File: src/rtl/wb_pkg.sv
// Shared constants and types for the write-back port arbiter.
// Source-id constants, the default widths and FIFO depth, and the queued entry layout.
package wb_pkg;

    localparam int WB_REG_ADDR_WIDTH = 5;
    localparam int WB_DATA_WIDTH     = 32;
    localparam int WB_FIFO_DEPTH     = 2;

    localparam logic WB_SRC_EXE = 1'b0;
    localparam logic WB_SRC_MEM = 1'b1;

    typedef struct packed {
        logic [WB_REG_ADDR_WIDTH-1:0] rd;
        logic [WB_DATA_WIDTH-1:0]     data;
    } wb_entry_t;

endpackage

File: src/rtl/wb_req_fifo.sv
// Small synchronous request FIFO holding {rd, data} entries for one result source.
// DEPTH must be a power of two (>= 2), so the pointers wrap naturally.
// A push while full or a pop while empty is ignored.
module wb_req_fifo
    import wb_pkg::*;
#(
    parameter int WIDTH = WB_REG_ADDR_WIDTH + WB_DATA_WIDTH,
    parameter int DEPTH = WB_FIFO_DEPTH
) (
    input  logic             clk,
    input  logic             reset,
    input  logic             push,
    input  logic [WIDTH-1:0] push_entry,
    input  logic             pop,
    output logic             full,
    output logic             empty,
    output logic [WIDTH-1:0] head
);

    localparam int PW = (DEPTH > 1) ? $clog2(DEPTH) : 1;
    localparam int CW = $clog2(DEPTH + 1);

    logic [WIDTH-1:0] store [DEPTH];
    logic [PW-1:0]    wr_ptr;
    logic [PW-1:0]    rd_ptr;
    logic [CW-1:0]    count;
    logic             do_push;
    logic             do_pop;

    assign full    = (count == CW'(DEPTH));
    assign empty   = (count == '0);
    assign head    = store[rd_ptr];
    assign do_push = push && !full;
    assign do_pop  = pop && !empty;

    // Pointer, count and storage update; push and pop together keep the count.
    always_ff @(posedge clk or negedge reset) begin
        if (!reset) begin
            wr_ptr <= '0;
            rd_ptr <= '0;
            count  <= '0;
            for (int i = 0; i < DEPTH; i++) begin
                store[i] <= '0;
            end
        end else begin
            if (do_push) begin
                store[wr_ptr] <= push_entry;
                wr_ptr        <= wr_ptr + PW'(1);
            end
            if (do_pop) begin
                rd_ptr <= rd_ptr + PW'(1);
            end
            case ({do_push, do_pop})
                2'b10:   count <= count + CW'(1);
                2'b01:   count <= count - CW'(1);
                default: count <= count;
            endcase
        end
    end

endmodule

File: src/rtl/wb_port_arbiter.sv
// Write-back port arbiter: EXE and MEM results queue in their own FIFO and one
// arbiter drains a single head per cycle into the registered register-file write port.
// Handshake: a source transfer happens on a rising edge where x_valid && x_ready;
// x_ready depends only on the FIFO not being full (never on a same-cycle pop).
// Macro WB_RR_ARB_EN: defined -> round-robin between the sources under contention;
// undefined -> fixed priority, MEM over EXE.
// Entries with rd == 0 are consumed without a write strobe.
module wb_port_arbiter
    import wb_pkg::*;
#(
    parameter int REG_ADDR_WIDTH = WB_REG_ADDR_WIDTH,
    parameter int DATA_WIDTH     = WB_DATA_WIDTH,
    parameter int FIFO_DEPTH     = WB_FIFO_DEPTH
) (
    input  logic                      clk,
    input  logic                      reset,
    input  logic                      exe_valid,
    output logic                      exe_ready,
    input  logic [REG_ADDR_WIDTH-1:0] exe_rd,
    input  logic [DATA_WIDTH-1:0]     exe_data,
    input  logic                      mem_valid,
    output logic                      mem_ready,
    input  logic [REG_ADDR_WIDTH-1:0] mem_rd,
    input  logic [DATA_WIDTH-1:0]     mem_data,
    output logic [REG_ADDR_WIDTH-1:0] WrtBck_Addr,
    output logic [DATA_WIDTH-1:0]     WrtBck_Data,
    output logic                      Wr_En,
    output logic                      wb_pending
);

    localparam int EW = REG_ADDR_WIDTH + DATA_WIDTH;

    logic          exe_full, exe_empty, mem_full, mem_empty;
    logic [EW-1:0] exe_head, mem_head, grant_entry;
    logic          grant_any, grant_src, pop_exe, pop_mem;
    logic [REG_ADDR_WIDTH-1:0] grant_rd;
    logic [DATA_WIDTH-1:0]     grant_data;

    wb_req_fifo #(.WIDTH(EW), .DEPTH(FIFO_DEPTH)) u_exe_fifo (
        .clk        (clk),
        .reset      (reset),
        .push       (exe_valid),
        .push_entry ({exe_rd, exe_data}),
        .pop        (pop_exe),
        .full       (exe_full),
        .empty      (exe_empty),
        .head       (exe_head)
    );

    wb_req_fifo #(.WIDTH(EW), .DEPTH(FIFO_DEPTH)) u_mem_fifo (
        .clk        (clk),
        .reset      (reset),
        .push       (mem_valid),
        .push_entry ({mem_rd, mem_data}),
        .pop        (pop_mem),
        .full       (mem_full),
        .empty      (mem_empty),
        .head       (mem_head)
    );

    assign exe_ready  = !exe_full;
    assign mem_ready  = !mem_full;
    assign wb_pending = !exe_empty || !mem_empty;

`ifdef WB_RR_ARB_EN
    logic rr_ptr;

    // Preferred-source pointer: flips only after a grant made under contention.
    always_ff @(posedge clk or negedge reset) begin
        if (!reset) begin
            rr_ptr <= WB_SRC_MEM;
        end else if (!exe_empty && !mem_empty) begin
            rr_ptr <= ~rr_ptr;
        end
    end

    // Source selection: the lone non-empty FIFO wins, otherwise the preferred one.
    always_comb begin
        grant_src = WB_SRC_EXE;
        if (!exe_empty && !mem_empty) begin
            grant_src = rr_ptr;
        end else if (!mem_empty) begin
            grant_src = WB_SRC_MEM;
        end
    end
`else
    // Source selection: MEM always wins when it holds an entry.
    always_comb begin
        grant_src = WB_SRC_EXE;
        if (!mem_empty) begin
            grant_src = WB_SRC_MEM;
        end
    end
`endif

    assign grant_any   = !exe_empty || !mem_empty;
    assign pop_exe     = grant_any && (grant_src == WB_SRC_EXE);
    assign pop_mem     = grant_any && (grant_src == WB_SRC_MEM);
    assign grant_entry = (grant_src == WB_SRC_MEM) ? mem_head : exe_head;
    assign grant_rd    = grant_entry[EW-1 -: REG_ADDR_WIDTH];
    assign grant_data  = grant_entry[DATA_WIDTH-1:0];

    // Registered write port; x0 writes and idle cycles keep the last address/data.
    always_ff @(posedge clk or negedge reset) begin
        if (!reset) begin
            Wr_En       <= 1'b0;
            WrtBck_Addr <= '0;
            WrtBck_Data <= '0;
        end else if (grant_any && (grant_rd != '0)) begin
            Wr_En       <= 1'b1;
            WrtBck_Addr <= grant_rd;
            WrtBck_Data <= grant_data;
        end else begin
            Wr_En       <= 1'b0;
        end
    end

endmodule

File: config.mk
export PLATFORM = sky130hd
export DESIGN_NAME = wb_port_arbiter
export DESIGN_NICKNAME = d
export VERILOG_FILES = /design/src/rtl/wb_pkg.sv /design/src/rtl/wb_req_fifo.sv /design/src/rtl/wb_port_arbiter.sv
export SDC_FILE = /design/constraint.sdc
export NUM_CORES = 1
export LEC_CHECK = 0
export ABC_AREA = 1
export CAP_MARGIN = 20
export CORE_UTILIZATION = 49
export CTS_CLUSTER_DIAMETER = 40
export DETAILED_ROUTE_END_ITERATION = 10
export GPL_ROUTABILITY_DRIVEN = 0
export PLACE_DENSITY_LB_ADDON = 0.25
export SLEW_MARGIN = 20
export SYNTH_ARGS = -nofsm -noshare
export SYNTH_HDL_FRONTEND = slang
export SYNTH_SLANG_ARGS = --single-unit
File: constraint.sdc
create_clock -name clk -period 1.52 [get_ports clk]
set_input_delay 0.304 -clock clk [delete_from_list [all_inputs] [get_ports clk]]
set_output_delay 0.304 -clock clk [all_outputs]
set_load 0.01 [all_outputs]
==> flow_summary.yaml, run 1 <==
timing:
  slew_headroom: 0.6667
  period_share: 1.166
  tightest_slew_ns: 0.4999
  hold_violations: 0
  rsz0062_at_grt: "true"
  max_freq_ghz: 0.5642
  finalSetupViolCount: 66
  period_minus_slack_ns: 1.773
  worst_slack_ns: -0.2526
  drv_slew: 0
  fin_worst_skew_ns: 0.008757
synth:
  ys_warn_count: 0
  netlist_instances: 981
  syn_avg_cell_area_um2: 8.621
  ys_types: 26
  synth_seq_cells: 194
  syn_area_um2: 8457
  ys_seq_area_frac: 0.5740
  syn-num-nets: 1061
setup_path:
  arrival_ns: 2.15
  slowest_stage: "dfrtp_1"
  endpoint_kind: "flop"
  crit_fanout: 10
  crit_required_ns: 1.90
  critPathKind: "reg -> reg"
  slowest_delay_ns: 0.39
  crit_path_frequent_cell: "nand2_1"
  critical_path.cell_chain: "buf_4, nor2_4, nand3_1, nand2_2, nand3_2, o21bai_4, buf_12, clkbuf_16, nand2_1, nand2_1"
  startpoint_type: "flop"
power_and_ir_drop:
  p_int_uw: 16600
  swShare: 0.4060
  power.share.clock: 0.169
  powerDensity_nw_per_um2: 2393
  leakage_uw: 0.005729
  switchingPower_uw: 11350
  combPwrFrac: 0.496
  peakVddDrop_mv: 1.577
  seqPwrFrac: 0.335
  power.total_uw: 27940
clocking:
  tritoncts: "built"
  clock-sinks: 194
  clkLatencyLatePin_ns: 0.45
  path_clk_slew_ns: 0.07
  cts_root_buf: "clkbuf_16"
  htree_levels: 4
  cts_buffer_depth: 2
  cts_buffers: 17
placement:
  place_area_um2: 10240
  hpwlAfterDp_um: 14060
  numPortBuffers: 118
  dp_worst_setup_slack_ns: -0.1995
  dp_cells: 1309
drt:
  vias_per_cell: 5.581
  dr_total_vias: 7685
  drc: 0
  first_pass_iters: 7
  wl_um: 25410
  wl_per_cell_um: 18.45
  ant_nets: 0
  drtIter0Drc: 893
job:
  cap_violations: 0
global_routing:
  grt_pass1_wl_um: 36560
  gr-total-overflow: 0
  grt_usage: 0.2634
  grt_pass1_vias: 7142
  antenna_found_initial: 0
  grt_start_max_net_pins: 52
floorplan:
  rows: 47
  die-area_um2: 17790
  io_pins: 119
  start_util: 0.5064
  fp.dieH_um: 133.4
  die-width_um: 133.4
  core_area_um2: 16700
finish:
  synthToLayoutAreaGrowth_pct: 38.10
  drive_gt1_frac: 0.1979
  stdcell_count: 1377
  final_common_cell: "nand2_1"
  nets: 1224
  mostFrequentLayoutCells: "nand2_1 (198), dfrtp_1 (193), o21ai_0 (142)"
  fin_area_um2: 11680
  fill_cells: 1249
  antenna_cells: 0
status:
  violations: "setup timing"
  status: "finished with violations"
worst_hold_path:
  hp-class: "in -> async"
[registers in the layout, indices dropped and copies added, names as in the netlist]
signal             cells
WrtBck_Data           32
u_mem_fifo.rd_ptr      1
u_exe_fifo.count       2
u_exe_fifo.rd_ptr      1
u_mem_fifo.count       2
u_exe_fifo.store      74
u_mem_fifo.wr_ptr      1
Wr_En                  1
u_mem_fifo.store      74
u_exe_fifo.wr_ptr      1
WrtBck_Addr            5
[routing by layer]
layer	track usage	share of wire	routed length, µm
met5	0	0	0
met4	0.08838	0.021	545
met3	0.04528	0.072	1839
met2	0.4256	0.49	12380
met1	0.3615	0.42	10650
[Yosys cell counts]
library cell  number  area (µm²)
clkbuf_1          37       138.9
inv_1             81       304.0
xor2_1             4       35.03
nand2_2           23       143.9
nand3_2            3       30.03
nor3_2             1       10.01
nand2_1          237       889.6
ha_1               2       25.02
inv_2              5       18.77
o21bai_2           1       11.26
a21oi_1            3       15.01
nor2_1            66       247.7
dfrtp_1          194        4855
buf_2             16       80.08
buf_1              3       11.26
o21ai_0          173       865.8
xnor2_1            2       17.52
or2_2              1       6.260
nand3_1           45       225.2
o22ai_1           32       200.2
buf_6              5       56.30
buf_4              1       7.510
buf_12             2       40.04
or2_1              2       12.51
clkbuf_2           1       5.000
o21ai_1           41       205.2
[power groups by stage]
stage                     clock network (µW)  registers, µW  logic, µW
after floorplan                            0           9070       7200
after global placement                     0           9120      11200
after detailed placement                   0           9180      11600
after CTS                               4700           9110      11700
after global routing                    4940           9620      15100
final                                   4710           9360      13900
[cell families (layout without fill, tap and decap cells)]
family                   count (synthesis)  count (layout)  synth area share
buffers and inverters                  151             325           0.07827
AND/OR/NAND/NOR                        378             380            0.1851
flip-flops                             194             194            0.5740
AO/OA/AOI/OAI                          250             250            0.1534
adder cells (fa/ha/maj)                  2               2          0.002959
XOR/XNOR                                 6               6          0.006214
[final timing paths]
check	start	endpoint	slack [ns]	cells past startpoint
setup / recovery	u_mem_fifo.count[0]$_DFFE_PN0P_	WrtBck_Data[31]$_DFFE_PN0P_	-0.25	10
min in group clk	exe_data[30]	u_exe_fifo.store[67]$_DFFE_PN0P_	0.42	3
max in group asynchronous	reset	WrtBck_Addr[1]$_DFFE_PN0P_	0.54	3
hold reg to reg	WrtBck_Data[10]$_DFFE_PN0P_	WrtBck_Data[10]$_DFFE_PN0P_	0.47	2
hold / removal	reset	u_mem_fifo.count[1]$_DFFE_PN0P_	0.39	2
setup reg to reg	u_mem_fifo.count[0]$_DFFE_PN0P_	WrtBck_Data[31]$_DFFE_PN0P_	-0.25	10
[final cells by class]
| cell class | instances | area, µm² | share of cell area |
|---|---|---|---|
| inverter | 86 | 327.8 | 0.02807 |
| clock inverter | 12 | 155.1 | 0.01328 |
| clock buffer | 20 | 456.7 | 0.03910 |
| timing repair buffer | 207 | 2292 | 0.1963 |
| tap | 220 | 275.3 | 0.02357 |
| sequential | 194 | 4856 | 0.4158 |
| multi-input combinational | 638 | 3316 | 0.2839 |
[stage by stage]
step	utilization	TNS, ns	hold WS, ns
after floorplan	-	-0.006271	0.008409
after global placement	0.6132	-11.31	0.3002
after detailed placement	0.6132	-14.49	0.3075
after CTS	0.6542	-6.735	0.4050
after global routing	0.6993	-14.04	0.4254
final	0.6993	-9.834	0.3890
[critical path, delay by kind of cell (launching register included)]
kind            cells  cell delay (ns)
simple gates        6             0.67
compound gates      1             0.17
flops               1             0.39
buf+inv             3             0.46
[what timing repair did]
item                       4_1_cts  5_1_grt
gates cloned                     0       19
gates resized for setup         64      119
buffers inserted                10        6
hold endpoints to repair        43        0
pin swaps                        3        8
hold buffers                     1        0
setup endpoints to repair       82      113
No activity file was read; power rests on OpenSTA's default activity.
==> run 2: changes to the inputs <==
--- a/config.mk
+++ b/config.mk
@@ -6,9 +6,10 @@
 export NUM_CORES = 1
 export LEC_CHECK = 0
 export ABC_AREA = 1
-export CAP_MARGIN = 20
+export CAP_MARGIN = 10
 export CORE_UTILIZATION = 49
 export CTS_CLUSTER_DIAMETER = 40
+export CTS_CLUSTER_SIZE = 24
 export DETAILED_ROUTE_END_ITERATION = 10
 export GPL_ROUTABILITY_DRIVEN = 0
 export PLACE_DENSITY_LB_ADDON = 0.25
==> results of run 2 <==
Final layout, timing and power as in run 1 (identical DEF).
==> run 3: changes to the inputs <==
==> constraint.sdc (replaced) <==
create_clock -name clk -period 1.52 [get_ports clk]
set_input_delay 0.228 -clock clk [delete_from_list [all_inputs] [get_ports clk]]
set_output_delay 0.228 -clock clk [all_outputs]
set_load 0.01 [all_outputs]
==> flow_summary.yaml, run 3 (synthesized netlist as in run 1, its figures left out) <==
status:
  status: "finished with violations"
  violations: "setup timing"
global_routing:
  grt_start_max_net_pins: 76
  grt_pass1_wl_um: 35000
  grt_pass1_vias: 6982
  antenna_found_initial: 0
  gr-total-overflow: 0
  grt_usage: 0.2530
clocking:
  htree_levels: 4
  cts_buffers: 17
  tritoncts: "built"
  clock-sinks: 194
  path_clk_slew_ns: 0.07
  cts_root_buf: "clkbuf_16"
  clkLatencyLatePin_ns: 0.43
  cts_buffer_depth: 2
drt:
  drc: 0
  ant_nets: 0
  dr_total_vias: 7228
  first_pass_iters: 5
  wl_per_cell_um: 16.17
  wl_um: 21870
  vias_per_cell: 5.346
  drtIter0Drc: 650
floorplan:
  rows: 47
  fp.dieH_um: 133.4
  core_area_um2: 16700
  io_pins: 119
  die-area_um2: 17790
  die-width_um: 133.4
  start_util: 0.5064
finish:
  fin_area_um2: 10940
  seq_area_um2: 4856
  drive_gt1_frac: 0.1307
  mostFrequentLayoutCells: "nand2_1 (235), dfrtp_1 (193), o21ai_0 (170)"
  synthToLayoutAreaGrowth_pct: 29.31
  multi_input_area_um2: 3034
  top_regs: "u_exe_fifo.store: 74 flops, u_mem_fifo.store: 74 flops, WrtBck_Data: 32 flops"
  nets: 1201
  final_common_cell: "nand2_1"
  antenna_cells: 0
  fill_cells: 1383
  stdcell_count: 1352
power_and_ir_drop:
  leakage_uw: 0.005404
  powerDensity_nw_per_um2: 2304
  peakVddDrop_mv: 1.321
  power.total_uw: 25200
timing:
  tightest_slew_ns: 0.4769
  hold_violations: 0
  period_minus_slack_ns: 1.757
  max_freq_ghz: 0.5690
  period_share: 1.156
  fin_worst_skew_ns: 0.007639
  rsz0062_at_grt: "true"
  worst_slack_ns: -0.2373
  drv_slew: 0
  finalSetupViolCount: 40
  slew_headroom: 0.6820
placement:
  dp_cells: 1307
  place_area_um2: 10240
  hpwlAfterDp_um: 14010
  numPortBuffers: 118
setup_path:
  crit_fanout: 28
  arrival_ns: 2.07
  r2r_cells: 10
  endpoint_kind: "flop"
  crit_required_ns: 1.84
  critPathKind: "reg -> reg"
  startpoint_type: "flop"
job:
  cap_violations: 0
worst_hold_path:
  hp-class: "in -> async"
==> run 3: changes by cell type in the layout (fill, tap and decap cells not counted), sizes merged <==
cell          delta
clkbuf           -8
clkinv           -1
inv              +1
dlygate4sd2      -1
clkinvlp         -2
bufinv           -2
or2              -2
dlymetal6s2s     +1
buf             -11
==> run 3: worst max-delay path: stages (launching register included) <==
cell and delay (ns):
dfrtp_1 0.41, buf_4 0.15, nor2_4 0.22, nand3_1 0.16, nand2_2 0.11, nand2_1 0.05, nor2_1 0.10, nand2_2 0.08
buf_12 0.17, nand3_1 0.09, nand2_1 0.07
==> run 3: area by class of cell <==
type / instances / share of cell area
clock buffers: 22 / 0.04336
clock inverters: 8 / 0.007323
inverters: 86 / 0.02952
multi-input cells: 636 / 0.2775
flip-flops and latches: 194 / 0.4441
well taps: 220 / 0.02517
repair buffers: 186 / 0.1731
==> run 3: timing repair <==
action | CTS | global route
gates resized for setup | 60 | 9
cloned | 0 | 1
buffers inserted | 10 | 3
endpoints found under the setup margin | 79 | 58
pin swaps | 2 | 3
hold buffers | 1 | 0
endpoints found under the hold margin | 33 | 0
==> run 3: final timing paths <==
check,from,endpoint,slack (ns)
worst max register to register,u_mem_fifo.count[1]$_DFFE_PN0P_,WrtBck_Data[10]$_DFFE_PN0P_,-0.24
min in group clk,exe_data[5],u_exe_fifo.store[42]$_DFFE_PN0P_,0.36
worst max-delay path,u_mem_fifo.count[1]$_DFFE_PN0P_,WrtBck_Data[10]$_DFFE_PN0P_,-0.24
worst min-delay path,reset,u_mem_fifo.wr_ptr$_DFFE_PN0P_,0.28
worst min register to register,WrtBck_Data[8]$_DFFE_PN0P_,WrtBck_Data[8]$_DFFE_PN0P_,0.47
max in group asynchronous,reset,u_mem_fifo.store[24]$_DFFE_PN0P_,0.65
==> run 3: power breakdown <==
part | internal (µW) | switching, µW | total [µW]
combinational | 5040 | 6650 | 11700
sequential | 7740 | 1480 | 9220
clock | 2380 | 1910 | 4290
total | 15200 | 10000 | 25200
==> run 3: layer usage <==
layer | global-route usage | vias to the layer above | share of wire
li1 | - | 3440 | -
met1 | 0.3455 | 3454 | 0.44
met2 | 0.4146 | 305 | 0.48
met3 | 0.04795 | 29 | 0.070
met4 | 0.06944 | 0 | 0.013
met5 | 0 | - | 0
==> run 3: through the flow <==
step	utilization	worst slack [ns]	TNS [ns]	hold WS (ns)
3_5_place_dp	0.6131	-0.1425	-10.60	0.1855
4_1_cts	0.6507	-0.1866	-6.326	0.2861
2_1_floorplan	-	-0.006271	-0.006271	-0.06759
6_report	0.6548	-0.2373	-8.256	0.2822
5_1_grt	0.6548	-0.3154	-11.15	0.3099
3_3_place_gp	0.6131	-0.1253	-6.521	0.1849
